**config.mk**
```make
export PLATFORM = sky130hd
export DESIGN_NAME = hazard_ctrl
export DESIGN_NICKNAME = d
export VERILOG_FILES = /design/src/rtl/hazard_ctrl.sv
export SDC_FILE = /design/constraint.sdc
export NUM_CORES = 1
export LEC_CHECK = 0
export CAP_MARGIN = 30
export CORE_MARGIN = 3
export CORE_UTILIZATION = 35
export CTS_BUF_LIST = sky130_fd_sc_hd__clkbuf_16
export DETAILED_ROUTE_END_ITERATION = 8
export PLACE_DENSITY_LB_ADDON = 0.2
export SYNTH_ARGS = -nofsm -noshare
export SYNTH_HDL_FRONTEND = slang
export SYNTH_SLANG_ARGS = --single-unit
```
**constraint.sdc**
```tcl
create_clock -name clk -period 2.5 [get_ports clk]
set_input_delay 0.5 -clock clk [delete_from_list [all_inputs] [get_ports clk]]
set_output_delay 0.5 -clock clk [all_outputs]
set_load 0.005 [all_outputs]
```
**src/rtl/hazard_ctrl.sv**
```systemverilog
// ---------------------------------------------------------------------------
// hazard_ctrl
//
// Hazard detection and forwarding control for a classic five-stage pipeline
// with a multi-cycle HI/LO (multiply/divide) unit.
//
//   - Combinational forward selects for the ID-stage branch comparator and
//     the EX-stage ALU operands (00 none, 01 from MEM, 10 from WB).
//   - Stall generation for load-use, branch-operand and HI/LO-busy hazards.
//   - Squash of the branch-likely delay slot when the branch is not taken.
//   - A two-state busy tracker for the HI/LO unit.
//   - Optional stall/flush performance counters, built only when the macro
//     HAZARD_PERF_CNT_EN is defined; otherwise the counters read as 0.
//
// Ports
//   clk, rst_n                      clock (rising edge), async active-low reset
//   rs_d, rt_d, use_rs_d, use_rt_d  ID source registers and their use flags
//   branch_d, likely_d, taken_d     ID branch, branch-likely, resolved taken
//   md_use_d                        ID instruction touches the HI/LO unit
//   rs_e, rt_e, wa_e, we_e          EX sources, destination, write enable
//   mem_to_reg_e                    EX instruction is a load
//   md_start_e, md_div_e            mul/div issuing in EX, and it is a divide
//   wa_m, we_m, mem_to_reg_m        MEM destination, write enable, is load
//   wa_w, we_w                      WB destination, write enable
//   fwd_a_d, fwd_b_d                ID forward selects
//   fwd_a_e, fwd_b_e                EX forward selects
//   stall_pc, stall_if_id           hold PC and IF/ID register
//   flush_id_ex, flush_if_id        bubble into EX, squash IF/ID
//   md_busy                         HI/LO unit busy
//   stall_cnt, flush_cnt            performance counters
// ---------------------------------------------------------------------------
module hazard_ctrl #(
    parameter int ADDR_W  = 5,
    parameter int MUL_LAT = 5,
    parameter int DIV_LAT = 32,
    parameter int CNT_W   = 32
) (
    input  logic              clk,
    input  logic              rst_n,
    input  logic [ADDR_W-1:0] rs_d,
    input  logic [ADDR_W-1:0] rt_d,
    input  logic              use_rs_d,
    input  logic              use_rt_d,
    input  logic              branch_d,
    input  logic              likely_d,
    input  logic              taken_d,
    input  logic              md_use_d,
    input  logic [ADDR_W-1:0] rs_e,
    input  logic [ADDR_W-1:0] rt_e,
    input  logic [ADDR_W-1:0] wa_e,
    input  logic              we_e,
    input  logic              mem_to_reg_e,
    input  logic              md_start_e,
    input  logic              md_div_e,
    input  logic [ADDR_W-1:0] wa_m,
    input  logic [ADDR_W-1:0] wa_w,
    input  logic              we_m,
    input  logic              we_w,
    input  logic              mem_to_reg_m,
    output logic [1:0]        fwd_a_d,
    output logic [1:0]        fwd_b_d,
    output logic [1:0]        fwd_a_e,
    output logic [1:0]        fwd_b_e,
    output logic              stall_pc,
    output logic              stall_if_id,
    output logic              flush_id_ex,
    output logic              flush_if_id,
    output logic              md_busy,
    output logic [CNT_W-1:0]  stall_cnt,
    output logic [CNT_W-1:0]  flush_cnt
);

    localparam int MAX_LAT = (MUL_LAT > DIV_LAT) ? MUL_LAT : DIV_LAT;
    localparam int LAT_W   = $clog2(MAX_LAT + 1);

    // The counter holds "cycles left after this one", so a latency of N
    // loads N-1 and the unit reads busy for exactly N cycles.
    localparam logic [LAT_W-1:0] MUL_LOAD = LAT_W'(MUL_LAT - 1);
    localparam logic [LAT_W-1:0] DIV_LOAD = LAT_W'(DIV_LAT - 1);
    localparam logic [LAT_W-1:0] LAT_ONE  = LAT_W'(1);

    typedef enum logic {
        IDLE,
        BUSY
    } md_state_t;

    md_state_t        state, state_next;
    logic [LAT_W-1:0] lat_cnt, lat_cnt_next;

    logic ld_use_stall;
    logic br_stall;
    logic md_stall;
    logic stall;

    // Forward select for one source. Register 0 is hard-wired and never
    // forwards. When the consumer sits in ID, a load in MEM has no data yet,
    // so the MEM path is skipped (the branch stall covers that case).
    function automatic logic [1:0] fwd_sel(input logic [ADDR_W-1:0] src,
                                           input logic              block_mem_load);
        logic [1:0] sel;
        sel = 2'b00;
        if (src != '0) begin
            if (we_m && (wa_m == src) && !block_mem_load)
                sel = 2'b01;
            else if (we_w && (wa_w == src))
                sel = 2'b10;
        end
        return sel;
    endfunction

    // A branch compares in ID, so any used source produced by the EX
    // instruction or by a load still in MEM cannot be forwarded in time.
    function automatic logic br_dep(input logic [ADDR_W-1:0] src,
                                    input logic              used);
        return used && (src != '0) &&
               ((we_e && (src == wa_e)) || (mem_to_reg_m && (src == wa_m)));
    endfunction

    // Forwarding muxes for both stages.
    always_comb begin
        fwd_a_e = fwd_sel(rs_e, 1'b0);
        fwd_b_e = fwd_sel(rt_e, 1'b0);
        fwd_a_d = fwd_sel(rs_d, mem_to_reg_m);
        fwd_b_d = fwd_sel(rt_d, mem_to_reg_m);
    end

    // Hazard detection. A HI/LO access must also wait when an operation is
    // being issued this very cycle, before md_busy has had a chance to rise.
    always_comb begin
        ld_use_stall = mem_to_reg_e && (wa_e != '0) &&
                       ((use_rs_d && (rs_d == wa_e)) ||
                        (use_rt_d && (rt_d == wa_e)));
        br_stall     = branch_d && (br_dep(rs_d, use_rs_d) || br_dep(rt_d, use_rt_d));
        md_stall     = md_use_d && (md_busy || md_start_e);
        stall        = ld_use_stall || br_stall || md_stall;
    end

    assign stall_pc    = stall;
    assign stall_if_id = stall;
    assign flush_id_ex = stall;

    // A not-taken branch-likely annuls its delay slot, but only once the
    // branch itself actually leaves ID.
    assign flush_if_id = branch_d && likely_d && !taken_d && !stall;

    // HI/LO busy tracker state register.
    always_ff @(posedge clk or negedge rst_n) begin
        if (!rst_n) begin
            state   <= IDLE;
            lat_cnt <= '0;
        end else begin
            state   <= state_next;
            lat_cnt <= lat_cnt_next;
        end
    end

    // Next-state logic. A new issue always reloads the counter, so an issue
    // during BUSY restarts the wait with the new operation's latency.
    always_comb begin
        state_next   = state;
        lat_cnt_next = lat_cnt;
        case (state)
            IDLE: begin
                if (md_start_e) begin
                    state_next   = BUSY;
                    lat_cnt_next = md_div_e ? DIV_LOAD : MUL_LOAD;
                end
            end
            BUSY: begin
                if (md_start_e) begin
                    lat_cnt_next = md_div_e ? DIV_LOAD : MUL_LOAD;
                end else if (lat_cnt == '0) begin
                    state_next = IDLE;
                end else begin
                    lat_cnt_next = lat_cnt - LAT_ONE;
                end
            end
            default: begin
                state_next   = IDLE;
                lat_cnt_next = '0;
            end
        endcase
    end

    assign md_busy = (state == BUSY);

`ifdef HAZARD_PERF_CNT_EN
    localparam logic [CNT_W-1:0] CNT_ONE = CNT_W'(1);

    // Saturating event counters: one per stalled cycle and one per
    // delay-slot squash.
    always_ff @(posedge clk or negedge rst_n) begin
        if (!rst_n) begin
            stall_cnt <= '0;
            flush_cnt <= '0;
        end else begin
            if (stall && !(&stall_cnt))
                stall_cnt <= stall_cnt + CNT_ONE;
            if (flush_if_id && !(&flush_cnt))
                flush_cnt <= flush_cnt + CNT_ONE;
        end
    end
`else
    assign stall_cnt = '0;
    assign flush_cnt = '0;
`endif

endmodule

```
==> results.txt, run 1 <==
Max VDD drop: 0.454 mV
Antenna Nets Post-Route: 0
core area: 4470 sq um
max incr delay on CP: 0.55 ns
Port Buf Inserts: 62
Max-Cap Viols: 0
Ant. Diodes: 0
number of synthesized flops with an enable pin: 0
DP HPWL: 4070 um
Clock Power Share: 35.3%
Logic pwr share: 46.9%
period utilization: 98.3%
Critical Path Slowest Stage Cell: or4_1
Initial Util: 37.1%
top_reg_cell synth: dfrtp_1
# nets final: 375
Mapped Cells: 219
CTS tree: done
Crit Path Max Fanout: 2
fin util: 56.2%
Avg Cell Area, Syn: 7.59 sq um
Clock Latency Late Sink: 0.23 ns
critical path class: in -> out
Vias: 1617
Die ar.: 5610 sq um
CTS Buffer Depth: 2
unrepaired setup endpoints after global routing: true
DR WL met2: 2660 um
Post-synth ARST share: 100%
first-pass GRT wire length: 7200 um
PnR Total Power: 779 uW
die width: 74.9 um
Synth Cell Area: 1660 sq um
I/O pin cnt: 127
largest net degree at the start of global routing: 9
clk sinks: 7
Synth top area share: 29.8%
CTS buffer count: 3
top cell type by total area after synthesis: buf_4
switching part of the total power: 32.4%
Setup Viol. Count Final: 0
internal power: 527 uW
DRT iter0 DRCs: 46
WL/cell: 13.4 um
most common cell in the synthesized netlist: buf_4
CP required: 2.00 ns
Fin. Hold Viols: 0
M1 wire length: 1960 um
Final Max Slew Viols: 0
status: complete, no violations
PD cells: 310 nW/um^2
Detailed Routing Iterations Pass 1: 4
Area Overhead vs Synth: 51.4%
LEAKAGE: 0.00122 uW
root buffer cell: clkbuf_16
Startpoint Class: input port
Layout Skew: 0.00156 ns
Max Used Layer: met4
final period demand of the worst path: 2.46 ns
multi-input gate area in the final layout: 1290 sq um
Storage cell area: 175 sq um
vias in the first global route: 1541
met3 WL post-DR: 339 um
post-cts hold buffer count: 0
row count: 24
post-synthesis sequential area ratio: 10.5%
Syn. warnings: 0
Setup TNS: 0 ns
clk slew on worst S/H paths: 0.04 ns
Seq pwr share: 17.8%
Sw Pwr: 252 uW
share of cells above drive strength 1: 26.7%
filler instances: 447
CTS H-Tree Depth: 1
crit-path leading delay family: simple AND/OR/NAND/NOR gates
placed cell area: 2400 sq um
RD Place Congestion: 0.837
total routed wirelength: 5010 um
CP arrival: 1.96 ns
Worst Hold Class: in -> async
#FFs+latches synth: 7
initial antenna violation count: 0
Crit. End Element: output pin
# DRC: 0
CP bufs+invs: 2
most frequent cells after synthesis: 66 x buf_4, 33 x xnor2_1, 19 x xor2_1, 12 x nor2_1
worst path cell trace: clkdlybuf4s50_1 > or4_1 > nor2_2 > nor2_1 > and4_1 > buf_2
Total Routing Usage GR: 16.7%
Unique masters post-synth: 36
via/cell ratio: 4.32
Die Ht: 74.9 um
fmax: 0.407 GHz
Area contributors post-synth: buf_4 30%, xnor2_1 17%, dfrtp_1 11%, xor2_1 10%, nor2_1 2.7%
fin area: 2510 sq um
gr ovfl total: 0
## cells by family after synthesis
group | after synthesis | share of synthesized area [%]
flip-flops | 7 | 10.5
XOR/XNOR | 52 | 27.4
other | 1 | 0.226
buffers and inverters | 77 | 32.3
AO/OA/AOI/OAI | 18 | 7.53
adder cells (fa/ha/maj) | 2 | 1.51
AND/OR/NAND/NOR | 62 | 20.5
## stage by stage
step | hold slack [ns] | setup slack [ns] | instances
floorplan | 0.204 | 0.214 | 282
global placement | 0.551 | -0.709 | 368
detailed placement | 0.570 | -0.717 | 368
CTS | 0.545 | 0.00429 | 373
global route | 0.553 | -0.0473 | 374
finish | 0.531 | 0.0420 | 374
## registers in the layout, indices dropped and copies added, names as in the netlist
register / flops
lat_cnt: 6
md_busy: 1
## repair_timing
action / 4_1_cts / 5_1_grt
gates resized for setup: 77 / 27
setup buffers: 1 / 1
pin swaps: 18 / 12
setup endpoints to repair: 12 / 9
## metal layers
layer / vias to the layer above / track usage, %
met5: - / 0
met3: 6 / 2.67
met4: 0 / 2.77
li1: 804 / -
met1: 736 / 20.0
met2: 71 / 31.3
## placed cells by master (no fill, tap or decap), drive strengths merged, types with 5 or more instances in the layout
| cell type | netlist | routed |
|---|---|---|
| clkdlybuf4s50 | 0 | 23 |
| buf | 67 | 52 |
| inv | 5 | 6 |
| nor3 | 6 | 6 |
| o21ai | 6 | 6 |
| nor4 | 7 | 7 |
| conb | 1 | 64 |
| or4 | 5 | 5 |
| nand2 | 8 | 8 |
| dlygate4sd2 | 0 | 18 |
| dfrtp | 7 | 7 |
| nand3 | 8 | 8 |
| xor2 | 19 | 19 |
| clkbuf | 5 | 12 |
| nor2 | 13 | 13 |
| xnor2 | 33 | 33 |
## power by group through the flow
stage	combinational [uW]	sequential, uW	clock (uW)
3_5_place_dp	360	140	0
3_3_place_gp	355	140	0
6_report	365	139	275
4_1_cts	355	139	276
5_1_grt	407	141	285
2_1_floorplan	238	137	0
## final timing paths
kind | slack [ns] | start | depth (start not counted) | end
max in group asynchronous | 1.73 | rst_n | 1 | lat_cnt[3]
worst max register to register | 0.61 | lat_cnt[0] | 7 | lat_cnt[5]
worst min-delay path | 0.53 | rst_n | 1 | lat_cnt[2]
min in group clk | 0.58 | lat_cnt[1] | 2 | lat_cnt[1]
worst min register to register | 0.58 | lat_cnt[1] | 2 | lat_cnt[1]
worst max-delay path | 0.04 | rt_e[2] | 6 | fwd_b_e[1]
## final cells by class
type	count	share of cell area, %
clock buffer	3	2.99
clock inverter	1	0.149
inverter	5	0.746
multi-input combinational	198	51.2
sequential	7	6.97
tap	52	2.59
timing repair buffer	108	35.3
No activity file was read; power rests on OpenSTA's default activity.
==> run 2: changes to the inputs <==
CORE_ASPECT_RATIO = 0.5   (was unset)
==> run 2 against run 1 <==
Net effect: setup slack better by 0.0064 ns; maximum frequency up 0.26%; clock-buffer cell count unchanged; cell area down 1.5%; sequential share of layout area up 0.11 points; wire length down 12%; first-iteration DRC count down 63%.
==> results.txt, run 2 (same netlist as run 1, synthesis figures left out) <==
Reg-to-Reg Start: lat_cnt[0]
Max-Cap Viols: 0 (unchanged)
most frequent cells in the layout: 64 x conb_1, 39 x buf_4, 33 x xnor2_1
gr ovfl total: 0 (unchanged)
Clock Power Share: 35.4% (about the same)
Crit Path Max Fanout: 3 (+1)
Area Overhead vs Synth: 49.1%
DP HPWL: 3860 um (-5.4%)
via/cell ratio: 4.16 (-3.7%)
vias in the first global route: 1443 (-6.4%)
Total Routing Usage GR: 14.5% (-2.2 points)
Port Buf Inserts: 62 (unchanged)
die width: 103 um (+38%)
LEAKAGE: 0.00118 uW (-3.0%)
CTS Buffer Depth: 2 (unchanged)
RD Place Congestion: 0.812 (-2.9%)
Startpoint Class: input port
Clock Latency Late Sink: 0.23 ns (about the same)
initial antenna violation count: 0 (unchanged)
CP arrival: 1.95 ns (about the same)
total routed wirelength: 4400 um (-12%)
Max VDD drop: 0.339 mV (-25%)
clk slew on worst S/H paths: 0.03 ns (about the same)
Layout Skew: 0.000397 ns (-0.00116 ns)
CTS buffer count: 3 (unchanged)
Detailed Routing Iterations Pass 1: 4 (unchanged)
commonest non-fill, non-tap cell in the layout: conb_1
Crit. End Element: output pin
CP required: 2.00 ns (about the same)
fmax: 0.408 GHz (+0.26%)
first-pass GRT wire length: 6430 um (-11%)
filler instances: 453 (+1.3%)
Initial Util: 37.0% (-0.11 points)
Largest register FFs: 6 (unchanged)
WL/cell: 11.5 um (-15%)
CTS H-Tree Depth: 1 (unchanged)
period utilization: 98.1% (-0.26 points)
Logic pwr share: 46.1% (-0.8 points)
R2R setup slack: 0.61 ns (about the same)
Ant. Diodes: 0 (unchanged)
clk sinks: 7 (unchanged)
final period demand of the worst path: 2.45 ns (-0.00644 ns)
Seq pwr share: 18.5% (+0.7 points)
Final Max Slew Viols: 0 (unchanged)
root buffer cell: clkbuf_16
fin util: 55.2% (-1.0 points)
DRT iter0 DRCs: 17 (-63%)
Fin. Hold Viols: 0 (unchanged)
internal power: 516 uW (-2.2%)
Vias: 1599 (-1.1%)
core area: 4490 sq um (+0.31%)
Worst Hold Class: in -> async
# DRC: 0 (unchanged)
Reg2Reg Capture Point: lat_cnt[2]
Sw Pwr: 236 uW (-6.6%)
Biggest register: lat_cnt
CTS tree: done
largest net degree at the start of global routing: 10 (+1)
Setup Viol. Count Final: 0 (unchanged)
Antenna Nets Post-Route: 0 (unchanged)
PD cells: 303 nW/um^2 (-2.2%)
share of cells above drive strength 1: 22.6% (-4.1 points)
# nets final: 371 (-1.1%)
Die Ht: 54.7 um (-27%)
row count: 17 (-29%)
cell count of the worst reg-to-reg path: 7 (unchanged)
switching part of the total power: 31.3% (-1.0 points)
Die ar.: 5660 sq um (+0.90%)
critical path class: in -> out
fin area: 2480 sq um (-1.5%)
I/O pin cnt: 127 (unchanged)
placed cell area: 2390 sq um (-0.21%)
status: complete, no violations
## run 2: final cells by class
class	count	area [sq um]	share of cell area, %
tap	66	82.6	3.33
sequential	7	175	7.07
clock inverter	1	3.75	0.152
multi-input combinational	198	1250	50.6
clock buffer	3	75.1	3.03
inverter	5	18.8	0.758
timing repair buffer	104	870	35.1
## run 2: how the worst max path moves through the flow
stage | to | startpoint | slack, ns
4_1_cts | stall_if_id | rt_d[0] | 0.002
2_1_floorplan | stall_if_id | rs_d[1] | 0.21
6_report | stall_if_id | rt_d[2] | 0.05
3_5_place_dp | flush_if_id | rt_d[1] | -0.66
3_3_place_gp | flush_if_id | rt_d[1] | -0.66
5_1_grt | stall_if_id | rt_d[2] | -0.005
## run 2: worst max-delay path: stages
cell and delay [ns]:
dlygate4sd2_1 0.24, or4_4 0.49, nor2_4 0.11, nor2b_1 0.05
a32o_2 0.23, a21o_1 0.20, buf_2 0.13
## run 2: repair_timing
item,in CTS,in global routing
setup buffers,1,0
cloned,0,0
pin swaps,23,13
gates resized for setup,81,14
endpoints found under the setup margin,12,8
hold buffers,0,0
## run 2: power by group through the flow
stage | registers (uW) | clock network [uW] | logic (uW)
floorplan | 137 | 0 | 238
global placement | 140 | 0 | 347
detailed placement | 140 | 0 | 352
CTS | 139 | 270 | 344
global route | 141 | 277 | 387
finish | 139 | 266 | 347
## run 2: stage by stage
stage / power, uW / hold slack [ns] / worst slack, ns / cells / setup TNS (ns)
3_3_place_gp: 486 / 0.559 / -0.664 / 379 / -5.17
5_1_grt: 805 / 0.559 / -0.00545 / 384 / -0.00666
4_1_cts: 753 / 0.547 / 0.00154 / 384 / 0
2_1_floorplan: 375 / 0.204 / 0.214 / 282 / 0
3_5_place_dp: 492 / 0.564 / -0.658 / 379 / -5.34
6_report: 751 / 0.540 / 0.0485 / 384 / 0
## run 2: metal layers
metal / global-route usage (%) / wire (um) / share of wire [%] / vias up
met5: 0 / 0 / 0 / -
met3: 1.65 / 279 / 6.3 / 6
met4: 4.09 / 31 / 0.71 / 0
met2: 29.5 / 2350 / 53 / 58
met1: 16.2 / 1740 / 40 / 732
li1: - / - / - / 803
